File: src/rtl/fpu_pkg.sv
// Shared definitions for the fpu issue controller.
//   OP_*        : fpu opcode encodings
//   EXP_MAX     : all-ones exponent (inf / nan)
//   EXP_BIAS    : single-precision exponent bias
//   fp_flags_t  : result class flags {nan, inf, zero, denorm}
//   fp_classify : derive the class flags from a single-precision word
package fpu_pkg;

  localparam logic [1:0] OP_ADD = 2'b00;
  localparam logic [1:0] OP_SUB = 2'b01;
  localparam logic [1:0] OP_DIV = 2'b10;
  localparam logic [1:0] OP_MUL = 2'b11;

  localparam logic [7:0] EXP_MAX  = 8'hFF;
  localparam int         EXP_BIAS = 127;

  typedef struct packed {
    logic nan;
    logic inf;
    logic zero;
    logic denorm;
  } fp_flags_t;

  // At most one flag can be set: the four cases partition on (e, m).
  function automatic fp_flags_t fp_classify(input logic [31:0] i_x);
    logic [7:0]  w_e;
    logic [22:0] w_m;
    fp_flags_t   w_f;
    w_e        = i_x[30:23];
    w_m        = i_x[22:0];
    w_f.nan    = (w_e == EXP_MAX) && (w_m != '0);
    w_f.inf    = (w_e == EXP_MAX) && (w_m == '0);
    w_f.zero   = (w_e == '0)      && (w_m == '0);
    w_f.denorm = (w_e == '0)      && (w_m != '0);
    return w_f;
  endfunction

endpackage

File: src/rtl/fpu_rsp_fifo.sv
// Synchronous response FIFO.
//   i_clk, i_rst     : clock, synchronous active-high reset
//   i_push/i_push_data : write an entry
//   i_pop            : release the head entry
//   o_pop_data       : head entry (valid while !o_empty)
//   o_full, o_empty  : occupancy status
//   o_count          : number of stored entries
// Push and pop may coincide, including when full (pop frees the slot) and
// when empty (no bypass: pushed data becomes visible the next cycle).
module fpu_rsp_fifo #(
  parameter int DEPTH = 4,
  parameter int W     = 8
) (
  input  logic                   i_clk,
  input  logic                   i_rst,
  input  logic                   i_push,
  input  logic [W-1:0]           i_push_data,
  input  logic                   i_pop,
  output logic [W-1:0]           o_pop_data,
  output logic                   o_full,
  output logic                   o_empty,
  output logic [$clog2(DEPTH):0] o_count
);

  localparam int AW = $clog2(DEPTH);

  logic [W-1:0]  r_mem [DEPTH];
  logic [AW-1:0] r_wr_ptr;
  logic [AW-1:0] r_rd_ptr;
  logic [AW:0]   r_count;
  logic          w_do_push;
  logic          w_do_pop;

  assign o_full     = (r_count == (AW+1)'(DEPTH));
  assign o_empty    = (r_count == '0);
  assign w_do_pop   = i_pop && !o_empty;
  assign w_do_push  = i_push && (!o_full || w_do_pop);
  assign o_pop_data = r_mem[r_rd_ptr];
  assign o_count    = r_count;

  // Pointers wrap naturally because DEPTH is a power of two.
  always_ff @(posedge i_clk) begin
    if (i_rst) begin
      r_wr_ptr <= '0;
      r_rd_ptr <= '0;
      r_count  <= '0;
    end else begin
      if (w_do_push) r_wr_ptr <= r_wr_ptr + 1'b1;
      if (w_do_pop)  r_rd_ptr <= r_rd_ptr + 1'b1;
      case ({w_do_push, w_do_pop})
        2'b10:   r_count <= r_count + 1'b1;
        2'b01:   r_count <= r_count - 1'b1;
        default: r_count <= r_count;
      endcase
    end
  end

  always_ff @(posedge i_clk) begin
    if (w_do_push) r_mem[r_wr_ptr] <= i_push_data;
  end

endmodule

File: src/rtl/fpu_issue_ctrl.sv
// Initiator-side controller for the single-precision fpu.
//   clk, rst                 : clock, synchronous active-high reset
//   req_valid/req_ready      : request handshake; req_a/req_b/req_op/req_tag payload
//   fpu_a/fpu_b/fpu_opcode   : registered operands/opcode to the fpu
//   fpu_o                    : fpu result, captured LAT cycles after issue
//   rsp_valid/rsp_ready      : response handshake; rsp_data/rsp_op/rsp_tag/rsp_flags payload
//   busy                     : operations in flight or buffered
// Credits: an issue is only accepted when in-flight plus buffered results
// leave a free FIFO slot, so every captured result always has room.
module fpu_issue_ctrl
  import fpu_pkg::*;
#(
  parameter int LAT       = 2,
  parameter int RES_DEPTH = 4,
  parameter int TAG_W     = 4
) (
  input  logic             clk,
  input  logic             rst,
  input  logic             req_valid,
  output logic             req_ready,
  input  logic [31:0]      req_a,
  input  logic [31:0]      req_b,
  input  logic [1:0]       req_op,
  input  logic [TAG_W-1:0] req_tag,
  output logic [31:0]      fpu_a,
  output logic [31:0]      fpu_b,
  output logic [1:0]       fpu_opcode,
  input  logic [31:0]      fpu_o,
  output logic             rsp_valid,
  input  logic             rsp_ready,
  output logic [31:0]      rsp_data,
  output logic [1:0]       rsp_op,
  output logic [TAG_W-1:0] rsp_tag,
  output logic [3:0]       rsp_flags,
  output logic             busy
);

  localparam int CNT_W = $clog2(RES_DEPTH) + 1;
  localparam int SUM_W = $clog2(RES_DEPTH + LAT + 1);
  localparam int ENT_W = 4 + 2 + TAG_W + 32;

  logic [LAT-1:0]   r_pipe_vld;
  logic [1:0]       r_pipe_op  [LAT];
  logic [TAG_W-1:0] r_pipe_tag [LAT];

  logic             w_issue;
  logic             w_push;
  logic             w_pop;
  logic [ENT_W-1:0] w_push_ent;
  logic [ENT_W-1:0] w_head;
  logic             w_fifo_full;
  logic             w_fifo_empty;
  logic [CNT_W-1:0] w_fifo_count;
  logic [SUM_W-1:0] w_inflight;
  logic [SUM_W-1:0] w_occupancy;

  always_comb begin
    w_inflight = '0;
    for (int i = 0; i < LAT; i++) begin
      w_inflight = w_inflight + SUM_W'(r_pipe_vld[i]);
    end
  end

  assign w_occupancy = w_inflight + SUM_W'(w_fifo_count);
  // Depends only on registered state and rst, never on req_valid/rsp_ready.
  assign req_ready   = !rst && (w_occupancy < SUM_W'(RES_DEPTH));
  assign w_issue     = req_valid && req_ready;

  always_ff @(posedge clk) begin
    if (rst) begin
      r_pipe_vld <= '0;
      fpu_a      <= '0;
      fpu_b      <= '0;
      fpu_opcode <= OP_ADD;
    end else begin
      r_pipe_vld[0] <= w_issue;
      for (int i = 1; i < LAT; i++) begin
        r_pipe_vld[i] <= r_pipe_vld[i-1];
      end
      // Without an issue the operands simply hold; the fpu may recompute
      // them but the result is ignored since no valid bit follows it.
      if (w_issue) begin
        fpu_a      <= req_a;
        fpu_b      <= req_b;
        fpu_opcode <= req_op;
      end
    end
  end

  // Op/tag sidebands are qualified by r_pipe_vld and need no reset.
  always_ff @(posedge clk) begin
    r_pipe_op[0]  <= req_op;
    r_pipe_tag[0] <= req_tag;
    for (int i = 1; i < LAT; i++) begin
      r_pipe_op[i]  <= r_pipe_op[i-1];
      r_pipe_tag[i] <= r_pipe_tag[i-1];
    end
  end

  assign w_push     = r_pipe_vld[LAT-1];
  assign w_push_ent = {fp_classify(fpu_o), r_pipe_op[LAT-1], r_pipe_tag[LAT-1], fpu_o};
  assign w_pop      = rsp_valid && rsp_ready;

  fpu_rsp_fifo #(
    .DEPTH (RES_DEPTH),
    .W     (ENT_W)
  ) u_rsp_fifo (
    .i_clk       (clk),
    .i_rst       (rst),
    .i_push      (w_push),
    .i_push_data (w_push_ent),
    .i_pop       (w_pop),
    .o_pop_data  (w_head),
    .o_full      (w_fifo_full),
    .o_empty     (w_fifo_empty),
    .o_count     (w_fifo_count)
  );

  assign {rsp_flags, rsp_op, rsp_tag, rsp_data} = w_head;
  assign rsp_valid = !w_fifo_empty;
  assign busy      = (w_inflight != '0) || !w_fifo_empty;

  // The credit rule must make a push into a full FIFO impossible unless
  // the head leaves on the same edge.
  a_no_overflow: assert property (@(posedge clk) disable iff (rst)
    w_push |-> (!w_fifo_full || w_pop));

endmodule

File: config.mk
export PLATFORM = sky130hd
export DESIGN_NAME = fpu_issue_ctrl
export DESIGN_NICKNAME = d
export VERILOG_FILES = /design/src/rtl/fpu_pkg.sv /design/src/rtl/fpu_rsp_fifo.sv /design/src/rtl/fpu_issue_ctrl.sv
export SDC_FILE = /design/constraint.sdc
export NUM_CORES = 1
export LEC_CHECK = 0
export BUFFER_PORTS_ARGS = -buffer_cell sky130_fd_sc_hd__buf_2
export CAP_MARGIN = 10
export CORE_UTILIZATION = 45
export CTS_BUF_LIST = sky130_fd_sc_hd__clkbuf_4 sky130_fd_sc_hd__clkbuf_8 sky130_fd_sc_hd__clkbuf_16
export DETAILED_ROUTE_END_ITERATION = 10
export PLACE_DENSITY_LB_ADDON = 0.15
export SYNTH_ARGS = -nofsm -noshare
export SYNTH_HDL_FRONTEND = slang
export SYNTH_SLANG_ARGS = --single-unit
File: constraint.sdc
create_clock -name clk -period 3.2 [get_ports clk]
set_clock_uncertainty 0.2 [all_clocks]
set_input_delay 0.64 -clock clk [delete_from_list [all_inputs] [get_ports clk]]
set_output_delay 0.64 -clock clk [all_outputs]
set_load 0.005 [all_outputs]
# Word level (Yosys, flattened, before mapping)
# Memories as Yosys holds them, arrays and structs flattened. A register that Yosys moved wholly into a read port is not among the register bits.
# Cells that the tools add are included.
[classes]
n_addsub = 6
n_lt_le_gt_ge = 1
eq_ne = 4
n_mux = 5
reduce_logical = 20
[op_table]
columns = ["cell", "n"]
rows = [
  ["$logic_not A23 Y1", 1],
  ["$reduce_bool A23 Y1", 1],
  ["$logic_and A1 B1 Y1", 9],
  ["$eq A8 B8 Y1 const B", 1],
  ["$logic_not A8 Y1", 1],
  ["$pmux W3 S2", 1],
  ["$add A2 B1 Y2 const B", 2],
  ["$mux W2", 2],
  ["$add A2 B3 Y3", 1],
  ["$add A3 B1 Y3 const B", 1],
  ["$eq A3 B3 Y1 const B", 1],
  ["$logic_not A1 Y1", 3],
  ["$logic_not A3 Y1", 1],
  ["$lt A3 B3 Y1 const B", 1],
  ["$reduce_bool A3 Y1", 1],
  ["$sub A3 B1 Y3 const B", 1],
  ["$add A1 B1 Y2", 1],
  ["$eq A2 B1 Y1 const B", 1],
  ["$eq A2 B2 Y1 const B", 1],
  ["$logic_or A1 B1 Y1", 2],
  ["$mux W1", 2],
  ["$reduce_bool A2 Y1", 1],
]
[totals]
regBits = 75
ram_bits = 180
input_bits = 106
out_inout_bits = 111
word_cells = 46
memories = 3
[memory_table]
columns = ["memory", "depth", "width", "read_ports", "rd_clocked_by_memory_dff", "write_ports", "line_no", "source"]
rows = [
  ["u_rsp_fifo.r_mem", 4, 42, 1, 1, 1, "fpu_rsp_fifo.sv:27", "logic [W-1:0] r_mem [DEPTH];"],
  ["r_pipe_tag", 2, 4, 2, 0, 2, "fpu_issue_ctrl.sv:44", "logic [TAG_W-1:0] r_pipe_tag [LAT];"],
  ["r_pipe_op", 2, 2, 2, 0, 2, "fpu_issue_ctrl.sv:43", "logic [1:0] r_pipe_op [LAT];"],
]

# Longest topological paths before layout
# Gate-level depths: netlist of the first run.
[logic_depth]
word_depth = 8
ltp_mapped = 10

# Hierarchy
# Synthesis of the first run repeated with hierarchy kept, for this count alone.
[hier_totals]
cells_unflattened = 536
area_unflattened_um2 = 9826.9
[by_module_without_submodules]
columns = ["module", "n_inst", "cells_per_inst", "area_each_um2", "seq_area_each_um2"]
rows = [
  ["fpu_rsp_fifo", 1, 274, 6602.6, 5225.0],
  ["fpu_issue_ctrl", 1, 262, 3224.3, 1601.5],
]

# Worst setup path after synthesis of the first run
# Ideal clock, no wire load.
[synth_path]
path_type = "input -> register"
from = "input port rsp_ready"
to = "memory u_rsp_fifo.r_mem[0][0] (netlist name) (enable)"
setup_time_ns = 0.451
arrival_ns = 1.961
slack_ns = 0.589
path_stages = 2
path_buffers = 0
cell_sequence = "or4b_2 > and3_1"
[synth_between]
elab_chain_len = 6
[synth_lines]
columns = ["item", "line_no", "source"]
rows = [
  ["from (decl)", "fpu_issue_ctrl.sv:30", "input logic rsp_ready,"],
  ["$logic_and A1 B1 Y1", "fpu_issue_ctrl.sv:102", "assign w_pop = rsp_valid && rsp_ready;"],
  ["$logic_and A1 B1 Y1", "fpu_rsp_fifo.sv:36", "assign w_do_pop = i_pop && !o_empty;"],
  ["$logic_or A1 B1 Y1", "fpu_rsp_fifo.sv:37", "assign w_do_push = i_push && (!o_full || w_do_pop);"],
  ["$logic_and A1 B1 Y1", "fpu_rsp_fifo.sv:37", ""],
  ["$mux W1", "fpu_rsp_fifo.sv:59", "if (w_do_push) r_mem[r_wr_ptr] <= i_push_data;"],
  ["$mux W1 (not written as such)", "fpu_rsp_fifo.sv:59", ""],
  ["to (decl)", "fpu_rsp_fifo.sv:27", ""],
]
# Every way passes these cells.

==> results of run 1 <==
-- worst paths after layout --
check / end / start / depth (start not counted)
setup / recovery: rsp_data[26] / register / 3
hold / removal: r_pipe_tag[0][2] / req_tag[2] / 1
setup reg to reg: fpu_b[16] / r_pipe_vld[1] / 6
hold reg to reg: r_pipe_tag[0][4] / r_pipe_tag[0][0] / 0
-- sequential cells by signal (all words and copies together), names as in the netlist, named ones only --
register	count
r_pipe_op	4
u_rsp_fifo.r_wr_ptr	2
fpu_b	32
u_rsp_fifo.r_mem	168
fpu_a	32
r_pipe_vld	2
r_pipe_tag	8
u_rsp_fifo.o_count	3
fpu_opcode	2
u_rsp_fifo.r_rd_ptr	2
-- kinds of logic after synthesis --
| group | after synthesis |
|---|---|
| DFF | 257 |
| muxes | 109 |
| and+or+nand+nor | 106 |
| buffers and inverters | 38 |
| AOI/OAI and AO/OA | 12 |
| adders and majority gates | 9 |
| xor gates and xnor gates | 5 |
-- cell usage after synthesis, drive strengths merged --
| master | n |
|---|---|
| a21oi | 6 |
| a31oi | 1 |
| and2 | 1 |
| and2b | 8 |
| and3 | 4 |
| and3b | 1 |
| and4 | 1 |
| buf | 15 |
| clkbuf | 12 |
| dfxtp | 89 |
| edfxtp | 168 |
| fa | 1 |
| ha | 8 |
| inv | 11 |
| mux2 | 66 |
| mux2i | 1 |
| mux4 | 42 |
| nand2 | 3 |
| nand3 | 2 |
| nand4 | 3 |
| nor2 | 9 |
| nor2b | 58 |
| nor3 | 4 |
| nor3b | 1 |
| nor4 | 7 |
| nor4b | 1 |
| o21ai | 3 |
| o311ai | 1 |
| o31ai | 1 |
| or2 | 1 |
| or3 | 1 |
| or4b | 1 |
| xnor2 | 1 |
| xor2 | 4 |
-- routing by layer --
layer | vias up | global-route usage, %
met2 | 189 | 31.40
met3 | 22 | 4.190
li1 | 2490 | -
met1 | 2642 | 21.10
met4 | 0 | 4.745
met5 | - | 0
-- worst max-delay path, cell delays in order (launching register included) --
cell     delay [ns]
dfxtp_4        0.51
buf_12         0.27
mux4_2         0.57
buf_2          0.15
-- where the power goes --
part	total (uW)	switching [uW]	internal, uW
Combinational	1230	520	714
Sequential	3820	133	3690
Clock	3060	1220	1840
-- final cells by class --
cell class	instances	area (sq um)
fillers	1662	9024
clock inverters	14	132.6
multi-input cells	241	2720
flip-flops and latches	257	6832
inverters	11	41.29
repair buffers	230	1236
clock buffers	34	758.2
well taps	275	344.1
-- per-stage QoR --
stage | cell area, sq um | worst slack, ns
finish | 12060 | 0.3316
global route | 12060 | 0.2235
CTS | 12060 | 0.2689
detailed placement | 11170 | 0.4002
global placement | 11170 | 0.4811
floorplan | 9728 | 0.5886
==> results.sh, run 1 <==
export IMPL_status="completed"
export IMPL_worstMarginPinSlew_ns=0.6386
export IMPL_cts_max_level=1
export IMPL_fp_row_count=53
export IMPL_grt_remaining_overflow=0
export IMPL_grt_start_max_net_pins=53
export IMPL_synth_top_family_by_area="multiplexers"
export IMPL_clk_latency_ns=0.51
export IMPL_period_share_pct=89.64
export IMPL_antenna_found_initial=0
export IMPL_crit_required_ns=2.36
export IMPL_max_freq_mhz=348.6
export IMPL_top_layer="met4"
export IMPL_synthAdderAreaFrac_pct=1.235
export IMPL_via_per_inst=5.031
export IMPL_clock_root_buffer="clkbuf_16"
export IMPL_synth_compound_area_share_pct=0.8489
export IMPL_setup_tns_ns=0
export IMPL_place_congestion=0.7461
export IMPL_cts_setup_buffers=0
export IMPL_cts_resized=0
export IMPL_ys_seq_area_share_pct=70.17
export IMPL_worstPathMaxFanout=24
export IMPL_maxCapViolCount=0
export IMPL_cts_hold_buf=0
export IMPL_yosysWarnings=0
export IMPL_coreArea_sq_um=21090
export IMPL_cp_arrival_ns=2.03
export IMPL_met1Wirelength_microns=7534
export IMPL_drtAntennaViolNets=0
export IMPL_synth_mux_area_share_pct=18.59
export IMPL_wl_per_cell_microns=17.87
export IMPL_synthesis_area_sq_um=9728
export IMPL_die_h_microns=149.0
export IMPL_rsz0062_at_grt="false"
export IMPL_final_cell_mix="buf_2 (216), edfxtp_1 (168), dfxtp_1 (87), nor2b_1 (58), mux4_2 (42)"
export IMPL_die_area_sq_um=22210
export IMPL_synth_area_per_cell_sq_um=18.15
export IMPL_num_vias=5343
export IMPL_synth_seq_cells=257
export IMPL_ir_drop_uv=383.5
export IMPL_grt_pass1_vias=5824
export IMPL_drive_above_1_share_pct=49.94
export IMPL_min_path_type="input port to register"
export IMPL_synth_nets=651
export IMPL_yosys_top_cells_area="edfxtp_1 (52%), dfxtp_1 (18%), mux4_2 (9.7%)"
export IMPL_worst_setup_path_type="register to output pin"
export IMPL_synth_cell_types=39
export IMPL_clk_pin_slew_worst_paths_ns=0.06
export IMPL_area_delta_synth_final_pct=24.01
export IMPL_final_common_cell="buf_2"
export IMPL_finalSetupViolCount=0
export IMPL_utilization_pct=57.21
export IMPL_crit_path_end_kind="output pin"
export IMPL_drtPass1Iterations=4
export IMPL_pin_count=217
export IMPL_drc=0
export IMPL_reg2reg_slack_ns=0.56
export IMPL_synthXorXnorAreaFrac_pct=0.4502
export IMPL_synth_simple_area_share_pct=6.662
export IMPL_whs_ns=0.02129
export IMPL_total_leakage_power_uw=0.004760
export IMPL_period_needed_ns=2.868
export IMPL_tritoncts="built"
export IMPL_grt_use_total_pct=17.56
export IMPL_die_w_microns=149.0
export IMPL_place_inst=1014
export IMPL_timing_slew_headroom_pct=57.43
export IMPL_grt_pass1_wl_microns=30230
export IMPL_routed_wl_met2_microns=9683
export IMPL_io_buffers=216
export IMPL_hold_viol_final=0
export IMPL_dr_wl_met3_microns=1461
export IMPL_drt_iter0_drc=203
export IMPL_slew_violations=0
export IMPL_clock_sink_count=257
export IMPL_start_kind="register"
export IMPL_p_total_uw=8112
export IMPL_synth_largest_area_cell="edfxtp_1"
export IMPL_cts_buffer_depth=3
export IMPL_synthCells=536
export IMPL_power_density_nw_per_um2=672.4
export IMPL_wl_microns=18980
export IMPL_numCtsBuffers=26
export IMPL_final_net_count=882
export IMPL_diodes=0
export IMPL_post_dp_hpwl_microns=12840
export IMPL_fin_cells=1062
export IMPL_synth_top_cell_area_share_pct=51.86
export IMPL_initial_core_util_pct=46.13
Note: power is estimated with default switching activity, not from simulation.
==> run 2, diff against run 1 <==
--- a/config.mk
+++ b/config.mk
@@ -11,6 +11,7 @@
 export CTS_BUF_LIST = sky130_fd_sc_hd__clkbuf_4 sky130_fd_sc_hd__clkbuf_8 sky130_fd_sc_hd__clkbuf_16
 export DETAILED_ROUTE_END_ITERATION = 10
 export PLACE_DENSITY_LB_ADDON = 0.15
+export REMOVE_ABC_BUFFERS = 1
 export SYNTH_ARGS = -nofsm -noshare
 export SYNTH_HDL_FRONTEND = slang
 export SYNTH_SLANG_ARGS = --single-unit
==> run 2 against run 1 <==
- flip-flop and latch count unchanged
- sequential share of layout area shrank 0.32 points
- power is 0.20% higher
- core utilization increased by 0.32 points
==> results.sh, run 2 (synthesis results as in run 1) <==
export IMPL_whs_ns=0.02591
export IMPL_via_per_inst=5.085
export IMPL_slew_violations=0
export IMPL_period_needed_ns=2.870
export IMPL_clock_sink_count=257
export IMPL_power_density_nw_per_um2=670.0
export IMPL_post_dp_hpwl_microns=13390
export IMPL_drt_iter0_drc=184
export IMPL_maxCapViolCount=0
export IMPL_reg_top3="u_rsp_fifo.r_mem (168), fpu_a (32), fpu_b (32)"
export IMPL_ir_drop_uv=371.7
export IMPL_clock_root_buffer="clkbuf_16"
export IMPL_largest_register_ffs=168
export IMPL_rr_worst_depth=6
export IMPL_internal_power_uw=6267
export IMPL_die_area_sq_um=22210
export IMPL_clock_power_share_pct=37.7
export IMPL_worstMarginPinSlew_ns=0.7724
export IMPL_drtPass1Iterations=4
export IMPL_rsz0062_at_grt="false"
export IMPL_area_delta_synth_final_pct=24.71
export IMPL_reg2reg_slack_ns=0.51
export IMPL_diodes=0
export IMPL_hold_viol_final=0
export IMPL_holdPathStages=1
export IMPL_start_kind="register"
export IMPL_final_net_count=884
export IMPL_power_share_sequential_pct=46.6
export IMPL_grt_remaining_overflow=0
export IMPL_cts_resized=0
export IMPL_cts_max_level=1
export IMPL_grt_use_total_pct=18.26
export IMPL_wl_per_cell_microns=18.80
export IMPL_drc=0
export IMPL_final_cell_mix="buf_2 (216), edfxtp_1 (168), dfxtp_1 (87), nor2b_1 (58), mux4_2 (42)"
export IMPL_die_h_microns=149.0
export IMPL_period_share_pct=89.68
export IMPL_max_freq_mhz=348.4
export IMPL_p_sw_uw=1861
export IMPL_die_w_microns=149.0
export IMPL_cts_setup_buffers=0
export IMPL_p_sw_share_pct=22.90
export IMPL_finalSetupViolCount=0
export IMPL_cp_arrival_ns=2.03
export IMPL_crit_path_end="req_ready"
export IMPL_io_buffers=216
export IMPL_crit_required_ns=2.36
export IMPL_wl_microns=20000
export IMPL_grt_start_max_net_pins=77
export IMPL_startpoint="r_pipe_vld[1]"
export IMPL_cts_buffer_depth=3
export IMPL_pwr_share_comb_pct=15.8
export IMPL_grt_pass1_wl_microns=31130
export IMPL_place_congestion=0.7457
export IMPL_total_leakage_power_uw=0.004792
export IMPL_numCtsBuffers=27
export IMPL_fp_row_count=53
export IMPL_p_total_uw=8128
export IMPL_coreArea_sq_um=21090
export IMPL_drive_above_1_share_pct=49.56
export IMPL_timing_slew_headroom_pct=48.51
export IMPL_clk_pin_slew_worst_paths_ns=0.06
export IMPL_grt_pass1_vias=5836
export IMPL_num_vias=5410
export IMPL_regMostFlops="u_rsp_fifo.r_mem"
export IMPL_worstPathMaxFanout=8
export IMPL_status="completed"
export IMPL_drtAntennaViolNets=0
export IMPL_crit_path_end_kind="output pin"
export IMPL_cts_hold_buf=0
export IMPL_tritoncts="built"
export IMPL_r2r_start="r_pipe_vld[1]"
export IMPL_initial_core_util_pct=46.13
export IMPL_min_path_type="input port to register"
export IMPL_antenna_found_initial=0
export IMPL_final_common_cell="buf_2"
export IMPL_worst_setup_path_type="register to output pin"
export IMPL_pin_count=217
export IMPL_clk_latency_ns=0.51
export IMPL_r2r_end="fpu_b[0]"
## run 2: through the flow
step / util (%) / setup slack (ns) / setup TNS (ns) / cells / instance area (sq um)
2_1_floorplan: - / -3.066 / -209.23 / 509 / 9570
3_3_place_gp: 53.32 / 0.4686 / 0 / 1015 / 11240
3_5_place_dp: 53.32 / 0.3426 / 0 / 1015 / 11240
4_1_cts: 57.53 / 0.3028 / 0 / 1064 / 12130
5_1_grt: 57.53 / 0.1865 / 0 / 1064 / 12130
6_report: 57.53 / 0.3301 / 0 / 1064 / 12130
## run 2: power by group through the flow
stage          Clock (uW)  Combinational [uW]  Sequential, uW
5_1_grt              3270                1410            3800
4_1_cts              3130                1320            3790
3_5_place_dp            0                1310            3850
3_3_place_gp            0                1290            3850
2_1_floorplan           0                 685            3940
6_report             3060                1280            3790
## run 2: worst max-delay path, stage by stage, from the launching register on
cell     delay [ns]
dfxtp_1        0.46
inv_1          0.13
ha_1           0.33
a31oi_4        0.25
xnor2_1        0.15
nor2_1         0.05
buf_2          0.15
## run 2: how the worst min path moves through the flow
stage	slack, ns	startpoint	endpoint
after floorplan	0.11	r_pipe_op[0][0]	r_pipe_op[0][2]
after CTS	0.008	req_tag[0]	r_pipe_tag[0][0]
after global placement	0.11	r_pipe_tag[0][3]	r_pipe_tag[0][7]
final	0.03	req_tag[0]	r_pipe_tag[0][0]
after global routing	0.005	req_tag[1]	r_pipe_tag[0][1]
after detailed placement	0.11	r_pipe_op[0][1]	r_pipe_op[0][3]
## run 2: final cells by class
cell class / instances / area, sq um
well taps: 275 / 344.1
multi-input cells: 241 / 2720
flip-flops and latches: 257 / 6832
clock inverters: 9 / 61.31
repair buffers: 231 / 1306
fillers: 1678 / 8956
clock buffers: 40 / 827.0
inverters: 11 / 41.29
## run 2: per-layer routing
metal | GRT usage [%] | vias up | routed length (microns)
met3 | 5.902 | 34 | 1661
met4 | 4.796 | 0 | 451
met1 | 21.62 | 2677 | 7785
li1 | - | 2494 | -
met2 | 31.91 | 205 | 10100
met5 | 0 | - | 0
